## config.mk

```make
export PLATFORM = sky130hd
export DESIGN_NAME = cam_bus_emitter
export DESIGN_NICKNAME = d
export VERILOG_FILES = /design/src/rtl/cam_bus_emitter.sv
export SDC_FILE = /design/constraint.sdc
export NUM_CORES = 1
export LEC_CHECK = 0
export CORE_MARGIN = 3
export CORE_UTILIZATION = 36
export CTS_CLUSTER_DIAMETER = 80
export DETAILED_ROUTE_END_ITERATION = 16
export DONT_BUFFER_PORTS = 1
export GPL_TIMING_DRIVEN = 0
export MAX_ROUTING_LAYER = met4
export PLACE_DENSITY = 0.46
export SLEW_MARGIN = 20
export SYNTH_ARGS = -nofsm -noshare
export SYNTH_HDL_FRONTEND = slang
export SYNTH_SLANG_ARGS = --single-unit
```

## constraint.sdc

```tcl
create_clock -name Clk -period 3.2 [get_ports Clk]
set_input_delay 0.64 -clock Clk [delete_from_list [all_inputs] [get_ports Clk]]
set_output_delay 0.64 -clock Clk [all_outputs]
set_load 0.1 [all_outputs]
```

## src/rtl/cam_bus_emitter.sv

```systemverilog
// OV7670-style 8-bit parallel pixel bus transmitter (RGB565, two bytes per pixel).
// Define CAM_EXT_PIXEL_EN to take pixels from Pix_in/Pix_req instead of the internal colour bars.
module cam_bus_emitter #(
  parameter int H_ACTIVE = 160,
  parameter int V_ACTIVE = 120,
  parameter int H_BLANK  = 16,
  parameter int V_FRONT  = 2,
  parameter int V_BACK   = 2
) (
  input  logic        Clk,
  input  logic        Rst,
  input  logic        Enable,
`ifdef CAM_EXT_PIXEL_EN
  input  logic [15:0] Pix_in,
  output logic        Pix_req,
`endif
  output logic        Pclk,
  output logic        Href,
  output logic        Vsync,
  output logic [7:0]  Data,
  output logic        Frame_done,
  output logic [7:0]  Frame_cnt
);

  localparam int LINE_TICKS = 2 * H_ACTIVE + H_BLANK;
  localparam int TICK_W     = (LINE_TICKS > 1) ? $clog2(LINE_TICKS) : 1;
  localparam int V_MAX_01   = (V_FRONT > V_ACTIVE) ? V_FRONT : V_ACTIVE;
  localparam int V_MAX      = (V_MAX_01 > V_BACK) ? V_MAX_01 : V_BACK;
  localparam int LINE_W     = (V_MAX > 1) ? $clog2(V_MAX) : 1;

  localparam logic [TICK_W-1:0] TICK_LAST  = TICK_W'(LINE_TICKS - 1);
  localparam logic [TICK_W:0]   HREF_TICKS = (TICK_W + 1)'(2 * H_ACTIVE);
  localparam logic [LINE_W-1:0] VF_LAST    = LINE_W'((V_FRONT > 0) ? V_FRONT - 1 : 0);
  localparam logic [LINE_W-1:0] VA_LAST    = LINE_W'((V_ACTIVE > 0) ? V_ACTIVE - 1 : 0);
  localparam logic [LINE_W-1:0] VB_LAST    = LINE_W'((V_BACK > 0) ? V_BACK - 1 : 0);

  typedef enum logic [1:0] {
    S_IDLE,
    S_VFRONT,
    S_ACTIVE,
    S_VBACK
  } state_t;

  localparam state_t FIRST_STATE = (V_FRONT > 0) ? S_VFRONT : S_ACTIVE;

  logic              pclk_q, pclk_d;
  state_t            state_q, state_d;
  logic [TICK_W-1:0] tick_q, tick_d;
  logic [LINE_W-1:0] line_q, line_d;
  logic              href_q, href_d;
  logic              vsync_q, vsync_d;
  logic [7:0]        data_q, data_d;
  logic              frame_done_q, frame_done_d;
  logic [7:0]        frame_cnt_q, frame_cnt_d;

  logic [LINE_W-1:0] line_last;
  logic              frame_end;
  logic              in_line;

`ifdef CAM_EXT_PIXEL_EN
  logic [7:0] pix_lo_q, pix_lo_d;
  logic       pix_req_q, pix_req_d;
`else
  localparam int BAR_W = H_ACTIVE / 8;
  localparam int PIB_W = (BAR_W > 1) ? $clog2(BAR_W) : 1;
  localparam logic [PIB_W-1:0] PIB_LAST = PIB_W'(BAR_W - 1);

  logic [2:0]       bar_q, bar_d;
  logic [PIB_W-1:0] pib_q, pib_d;
  logic [15:0]      colour;

  function automatic logic [15:0] bar_colour(input logic [2:0] bar);
    case (bar)
      3'd0:    return 16'hFFFF;
      3'd1:    return 16'hFFE0;
      3'd2:    return 16'h07FF;
      3'd3:    return 16'h07E0;
      3'd4:    return 16'hF81F;
      3'd5:    return 16'hF800;
      3'd6:    return 16'h001F;
      default: return 16'h0000;
    endcase
  endfunction
`endif

  always_comb begin
    pclk_d       = ~pclk_q;
    state_d      = state_q;
    tick_d       = tick_q;
    line_d       = line_q;
    href_d       = href_q;
    vsync_d      = vsync_q;
    data_d       = data_q;
    frame_done_d = 1'b0;
    frame_cnt_d  = frame_cnt_q;
    frame_end    = 1'b0;
    in_line      = 1'b0;
`ifdef CAM_EXT_PIXEL_EN
    pix_lo_d     = pix_lo_q;
    pix_req_d    = 1'b0;
`else
    bar_d        = bar_q;
    pib_d        = pib_q;
    colour       = 16'h0000;
`endif

    case (state_q)
      S_VFRONT: line_last = VF_LAST;
      S_ACTIVE: line_last = VA_LAST;
      default:  line_last = VB_LAST;
    endcase

    // Everything except Pclk advances only on the edge where Pclk rises.
    if (!pclk_q) begin
      if (state_q == S_IDLE) begin
        if (Enable) begin
          state_d = FIRST_STATE;
          tick_d  = '0;
          line_d  = '0;
        end
      end else if (tick_q != TICK_LAST) begin
        tick_d = tick_q + TICK_W'(1);
      end else begin
        tick_d = '0;
        if (line_q != line_last) begin
          line_d = line_q + LINE_W'(1);
        end else begin
          line_d = '0;
          if (state_q == S_VFRONT)
            state_d = S_ACTIVE;
          else if (state_q == S_ACTIVE && V_BACK > 0)
            state_d = S_VBACK;
          else
            frame_end = 1'b1;
        end
      end

      if (frame_end) begin
        frame_done_d = 1'b1;
        frame_cnt_d  = frame_cnt_q + 8'd1;
        state_d      = Enable ? FIRST_STATE : S_IDLE;
      end

      in_line = (state_d == S_ACTIVE) && ({1'b0, tick_d} < HREF_TICKS);
      vsync_d = (state_d == S_ACTIVE);
      href_d  = in_line;

`ifdef CAM_EXT_PIXEL_EN
      if (in_line && !tick_d[0]) begin
        pix_req_d = 1'b1;
        pix_lo_d  = Pix_in[7:0];
        data_d    = Pix_in[15:8];
      end else if (in_line) begin
        data_d = pix_lo_q;
      end else begin
        data_d = '0;
      end
`else
      // Bar position is carried as counters so no divider is needed per byte.
      if (tick_d == '0) begin
        bar_d = '0;
        pib_d = '0;
      end else if (in_line && !tick_d[0]) begin
        if (pib_q == PIB_LAST) begin
          pib_d = '0;
          bar_d = bar_q + 3'd1;
        end else begin
          pib_d = pib_q + PIB_W'(1);
        end
      end
      colour = bar_colour(bar_d);
      if (in_line)
        data_d = tick_d[0] ? colour[7:0] : colour[15:8];
      else
        data_d = '0;
`endif
    end
  end

  always_ff @(posedge Clk or posedge Rst) begin
    if (Rst) begin
      pclk_q       <= 1'b0;
      state_q      <= S_IDLE;
      tick_q       <= '0;
      line_q       <= '0;
      href_q       <= 1'b0;
      vsync_q      <= 1'b0;
      data_q       <= '0;
      frame_done_q <= 1'b0;
      frame_cnt_q  <= '0;
`ifdef CAM_EXT_PIXEL_EN
      pix_lo_q     <= '0;
      pix_req_q    <= 1'b0;
`else
      bar_q        <= '0;
      pib_q        <= '0;
`endif
    end else begin
      pclk_q       <= pclk_d;
      state_q      <= state_d;
      tick_q       <= tick_d;
      line_q       <= line_d;
      href_q       <= href_d;
      vsync_q      <= vsync_d;
      data_q       <= data_d;
      frame_done_q <= frame_done_d;
      frame_cnt_q  <= frame_cnt_d;
`ifdef CAM_EXT_PIXEL_EN
      pix_lo_q     <= pix_lo_d;
      pix_req_q    <= pix_req_d;
`else
      bar_q        <= bar_d;
      pib_q        <= pib_d;
`endif
    end
  end

  assign Pclk       = pclk_q;
  assign Href       = href_q;
  assign Vsync      = vsync_q;
  assign Data       = data_q;
  assign Frame_done = frame_done_q;
  assign Frame_cnt  = frame_cnt_q;
`ifdef CAM_EXT_PIXEL_EN
  assign Pix_req    = pix_req_q;
`endif

endmodule

```

# == Yosys cells after proc, flatten, opt, wreduce, memory -nomap -nowiden ==
# Cells that the tools add are included.
# totals
ff_bits,46
latchBits,0
ramBits,0
mem_bits_ro,0
input_bits,3
out_inout_bits,20
elab_cells,78
memories,0
# classes
add_sub_neg,5
multipliers,0
div_mod_pow,0
magnitude_cmp,1
eq_ne,14
n_shift,0
muxes,36
bitwise,1
reduce_logical,10
# ops
operator,count
$pmux 16 s7,1
$mux 9,4
$mux 7,5
$mux 2,8
$mux 8,2
$mux 5,3
$mux 3,4
$add 9x1->9 const B,1
$eq 3x3->1 const B,3
$logic_not 9->1,1
$lt 9x9->1 const B,1
$mux 1,9
$ne 9x9->1 const B,1
$add 8x1->8 const B,1
$add 7x1->7 const B,1
$ne 7x7->1,1
$eq 3x2->1 const B,2
$add 5x1->5 const B,1
$eq 5x5->1 const B,1
$eq 2x2->1 const B,2
$ne 2x2->1 const B,2
$reduce_and 2->1,2
$add 3x1->3 const B,1
$eq 3x1->1 const B,1
other kinds (8),9

# == Depth between registers and ports, before layout ==
# depth
ltp_word,19
ltp_mapped,10
ltp_nobuf,9

# == Worst setup path after synthesis ==
# Ideal clock, no wire load.
# synth_timing
path_kind,register -> register
from,register state_q[0]
to,register pib_q[0]
setup_ns,0.125
t_arrival_ns,2.309
required_time_ns,3.075
setup_slack_ns,0.766
stages_incl_launch_ff,10
n_path_buf,0
synth_period_minus_slack_ns,2.434
cell_sequence,dfrtp_1 > inv_1 > ha_1 > nor4_1 > and4b_4 > o2111ai_4 > mux2i_4 > a211oi_4 > o21ai_2 > mux2_4
# synth_via
elab_chain_cells,14
elab_cells_between_ends,30
classes_between,order compare: 1; eq/ne: 4; mux: 18; reduce/logical: 7
# synth_rtl
element,line,rtl
from (decl),47,"state_t state_q, state_d;"
from (signal assigned),200,state_q <= state_d;
$eq 2x2->1,"107, 131",
$mux 7 / $mux 1 (equally long branches),"107, 131",
$ne 7x7->1 / $mux 1 (equally long branches),"125, 129",
$mux 1,125,if (line_q != line_last) begin
$mux 1,121,end else if (tick_q != TICK_LAST) begin
$mux 1,115,if (state_q == S_IDLE) begin
$mux 1,114,if (!pclk_q) begin
$mux 2,138,if (frame_end) begin
$mux 2,114,
$eq 2x2->1,144,"in_line = (state_d == S_ACTIVE) && ({1'b0, tick_d} < HREF_TICKS);"
$logic_and 1x1->1,144,
$logic_and 1x1->1,163,end else if (in_line && !tick_d[0]) begin
$reduce_bool 2->1 (no source line),--,
$reduce_and 2->1 (no source line),--,
to (signal assigned),213,pib_q <= pib_d;
to (decl),69,"logic [PIB_W-1:0] pib_q, pib_d;"
# Several ways; a longest one is shown, not always the timed one. The select of a mux whose other input is x is not followed.
# A chain may end at the register's enable or synchronous reset.

# == Worst setup path after layout ==
# layout_timing
from,register state_q[1]
to,register bar_q[0]
# layout_via
elab_chain_cells,15
elab_cells_between_ends,30
classes_between,order compare: 1; eq/ne: 4; mux: 20; reduce/logical: 5
# layout_rtl
element,line,rtl
$eq 2x2->1,"107, 131",
$mux 7 / $mux 1 (equally long branches),"107, 131",
$ne 7x7->1 / $mux 1 (equally long branches),"125, 129",
$mux 1,125,
$mux 1,121,
$mux 1,115,
$mux 1,114,
$mux 2,138,
$mux 2,114,
$eq 2x2->1,144,
$logic_and 1x1->1,144,
$logic_and 1x1->1,163,
$mux 3,163,
$mux 3 *,160,if (tick_d == '0) begin
$mux 3 *,114,
to (signal assigned),212,bar_q <= bar_d;
to (decl),68,"logic [2:0] bar_q, bar_d;"
# Mark *: on every way between the ends. The rest lies on a longest branch, timed or not. The select of a mux whose other input is x is not followed.

==> metrics.cfg <==
[power_and_ir_drop]
power_density_mw_per_mm2 = 333.5
seqPwrFrac_pct = 55.0
switchingPower_mw = 0.1938
ir_worst_vdd_mv = 0.2376
p_comb_share_pct = 1.5
intPower_mw = 0.7476
power_frac_clock_pct = 43.6
netSwitchingFraction_pct = 20.59
p_leak_nw = 1.193

[route]
num_vias = 2093
vias_per_cell = 5.581
wl_per_cell_um = 15.17
drt_iter0_drc = 102
drt_first_pass_iters = 4
finalWirelength_um = 5688
antenna_left = 0
drc_errors = 0

[worst_setup_path]
timing.rr.start = state_q[1]
cp_slowest_cell = clkbuf_1
cpLargestDelayFamily = buffers and inverters
critical_path_arrival_ns = 3.01
crit_buf_inv = 3
r2r.worst_path.cells = 10
cp_data_required_time_ns = 3.38
critPathKind = flip-flop to flip-flop
worstPathMaxFanout = 10
endpoint_kind = flip-flop
cp_num_cells = 10
worstSetupStartpoint = state_q[1]
crit_path_start_kind = flip-flop
crit_chain = inv_1 > ha_1 > clkbuf_1 > a31oi_1 > o221ai_2 > o211a_1 > buf_2 > nor2_1 > and2_1 > mux2_2
cpPeakStageDelay_ns = 0.48

[synthesis]
synth-edff-count = 0
ys_seq_elements = 41
synth_flop_cell = dfrtp_1
syn_inst = 270
syn_avg_cell_area_um2 = 9.509
async_reset_ff_share_pct = 100.0
netlist_area_mm2 = 0.002567
syn_nets = 280
yosys_warnings = 0
ys_seq_area_share_pct = 39.96
ys_types = 64

[placed_design]
dp.cells = 367
io_buffers = 0
dp_hpwl_um = 4146
dp_slack_ns = 0.3699
gp_congestion = 0.7914

[floorplanning]
die_x_um = 90.45
core-area_mm2 = 0.006869
initial_utilization_pct = 37.38
dieArea_mm2 = 0.008181
die-height_um = 90.45
num_rows = 30
io_pins = 23

[cts]
clockBufferDepth = 2
insertion_delay_ns = 0.29
post-cts-setup-buffers = 0
clkTransAtPathRegs_ns = 0.08
cts_tree = built
cts_max_level = 2
cts_sinks = 41
root_buffer = clkbuf_8
hold_buffers = 0
cts_resized = 0
numCtsBuffers = 5

[global_route]
grt_pass1_wl_um = 9577
antenna_found_initial = 0
grt-busiest-layer = met2
grt_remaining_overflow = 0
grt_use_met3_pct = 3.417
gr-usage-met1_pct = 20.76
grt_max_degree = 26
grt_pass1_vias = 1909
grt_use_total_pct = 14.65
use_met2_pct = 21.03

[timing]
fin_crit_ns = 2.830
drv_slew = 0
tns_ns = 0
skew_ns = 0.009089
relSlewSlack_pct = 33.21
setup_viol = 0
worst_slack_ns = 0.3695
fmax_mhz = 353.3
period_share_pct = 88.45
hold_viol_final = 0
max_slew.worst_pin.slew_ns = 1.002
rsz0062_at_grt = no

[finish]
layoutNonFillerInstCount = 375
drive_gt1_share_pct = 14.70
final_cell_mix = dfrtp_1, nand2_1, nor2_1
final_common_cell = dfrtp_1
syn2layout_area_growth_pct = 9.942
antenna_cells = 0
nNetsFinal = 289

[outcome]
status = completed

[hold_path]
hold_path_class = input port to asynchronous set/reset pin

[run]
maxCapViolations = 0

-- worst register-to-register path: stages (launching register included) --
cell and delay [ns]:
dfrtp_1 0.43, inv_1 0.14, ha_1 0.24, clkbuf_1 0.48, a31oi_1 0.20, o221ai_2 0.26
o211a_1 0.18, buf_2 0.21, nor2_1 0.11, and2_1 0.21, mux2_2 0.25
-- synth_stat cells (4+ instances only) --
cell type  instances  area (µm²)
a21oi_1            4       20.02
a31oi_1            7       43.79
and3_1             8       50.05
buf_2              6       30.03
buf_4              5       37.54
clkbuf_1           6       22.52
dfrtp_1           41        1026
ha_1               7       87.58
inv_1              9       33.78
nand2_1           30       112.6
nand2b_1           4       25.02
nand3_1            9       45.04
nand4_1            4       25.02
nor2_1            18       67.56
nor3_1             4       20.02
o21ai_0           16       80.08
o21ai_1            8       40.04
o31ai_1            6       45.04
xor2_1             7       61.31
-- power groups by stage --
stage | Clock [mW] | Combinational [mW] | Sequential, mW
2_1_floorplan | 0 | 0.00814 | 0.528
3_3_place_gp | 0 | 0.0119 | 0.528
3_5_place_dp | 0 | 0.0152 | 0.528
4_1_cts | 0.428 | 0.0152 | 0.518
5_1_grt | 0.443 | 0.0164 | 0.518
6_report | 0.410 | 0.0138 | 0.518
-- worst paths after layout --
kind | end | slack [ns]
setup / recovery | bar_q[0] | 0.37
hold reg to reg | line_q[5] | 0.51
max in group asynchronous | tick_q[1] | 2.52
setup reg to reg | bar_q[0] | 0.37
min in group Clk | line_q[5] | 0.51
hold / removal | Frame_done | 0.21
-- registers in the layout (all words and copies together) (netlist names) --
signal      cells
tick_q          9
Frame_cnt       8
line_q          7
pib_q           5
Data            3
bar_q           3
state_q         2
Frame_done      1
Href            1
Pclk            1
Vsync           1
-- layout make-up --
type	count	area (µm²)
plain buffers	18	93.84
clock buffers	5	68.82
clock inverters	2	35.03
fillers	677	4046
inverters	9	33.78
multi-input cells	202	1414
flip-flops and latches	41	1026
well taps	96	120.1
repair buffers	2	31.28
-- routing by layer --
metal / vias up / share of wire, %
met5: - / 0
met4: 0 / 0.67
met3: 5 / 4.4
met2: 36 / 43
met1: 1032 / 52
li1: 1020 / -
-- cell families (layout without fill, tap and decap cells) --
family | after synthesis | in the layout | synth area share (%)
AND/OR/NAND/NOR | 101 | 101 | 21.88
XOR/XNOR | 8 | 8 | 2.729
AO/OA/AOI/OAI | 80 | 80 | 23.93
adder cells (fa/ha/maj) | 7 | 7 | 3.411
buffers and inverters | 27 | 36 | 4.971
flip-flops | 41 | 41 | 39.96
multiplexers | 6 | 6 | 3.119
-- stage by stage --
step	util, %	hold slack [ns]	total power, mW	instance area (µm²)
3_3_place_gp	39.13	0.4922	0.5399	2688
4_1_cts	40.93	0.2114	0.9611	2811
3_5_place_dp	39.42	0.4907	0.5431	2708
2_1_floorplan	-	0.4605	0.5361	2567
6_report	41.09	0.2071	0.9414	2823
5_1_grt	41.09	0.2237	0.9768	2823
No activity file was read; power rests on OpenSTA's default activity.
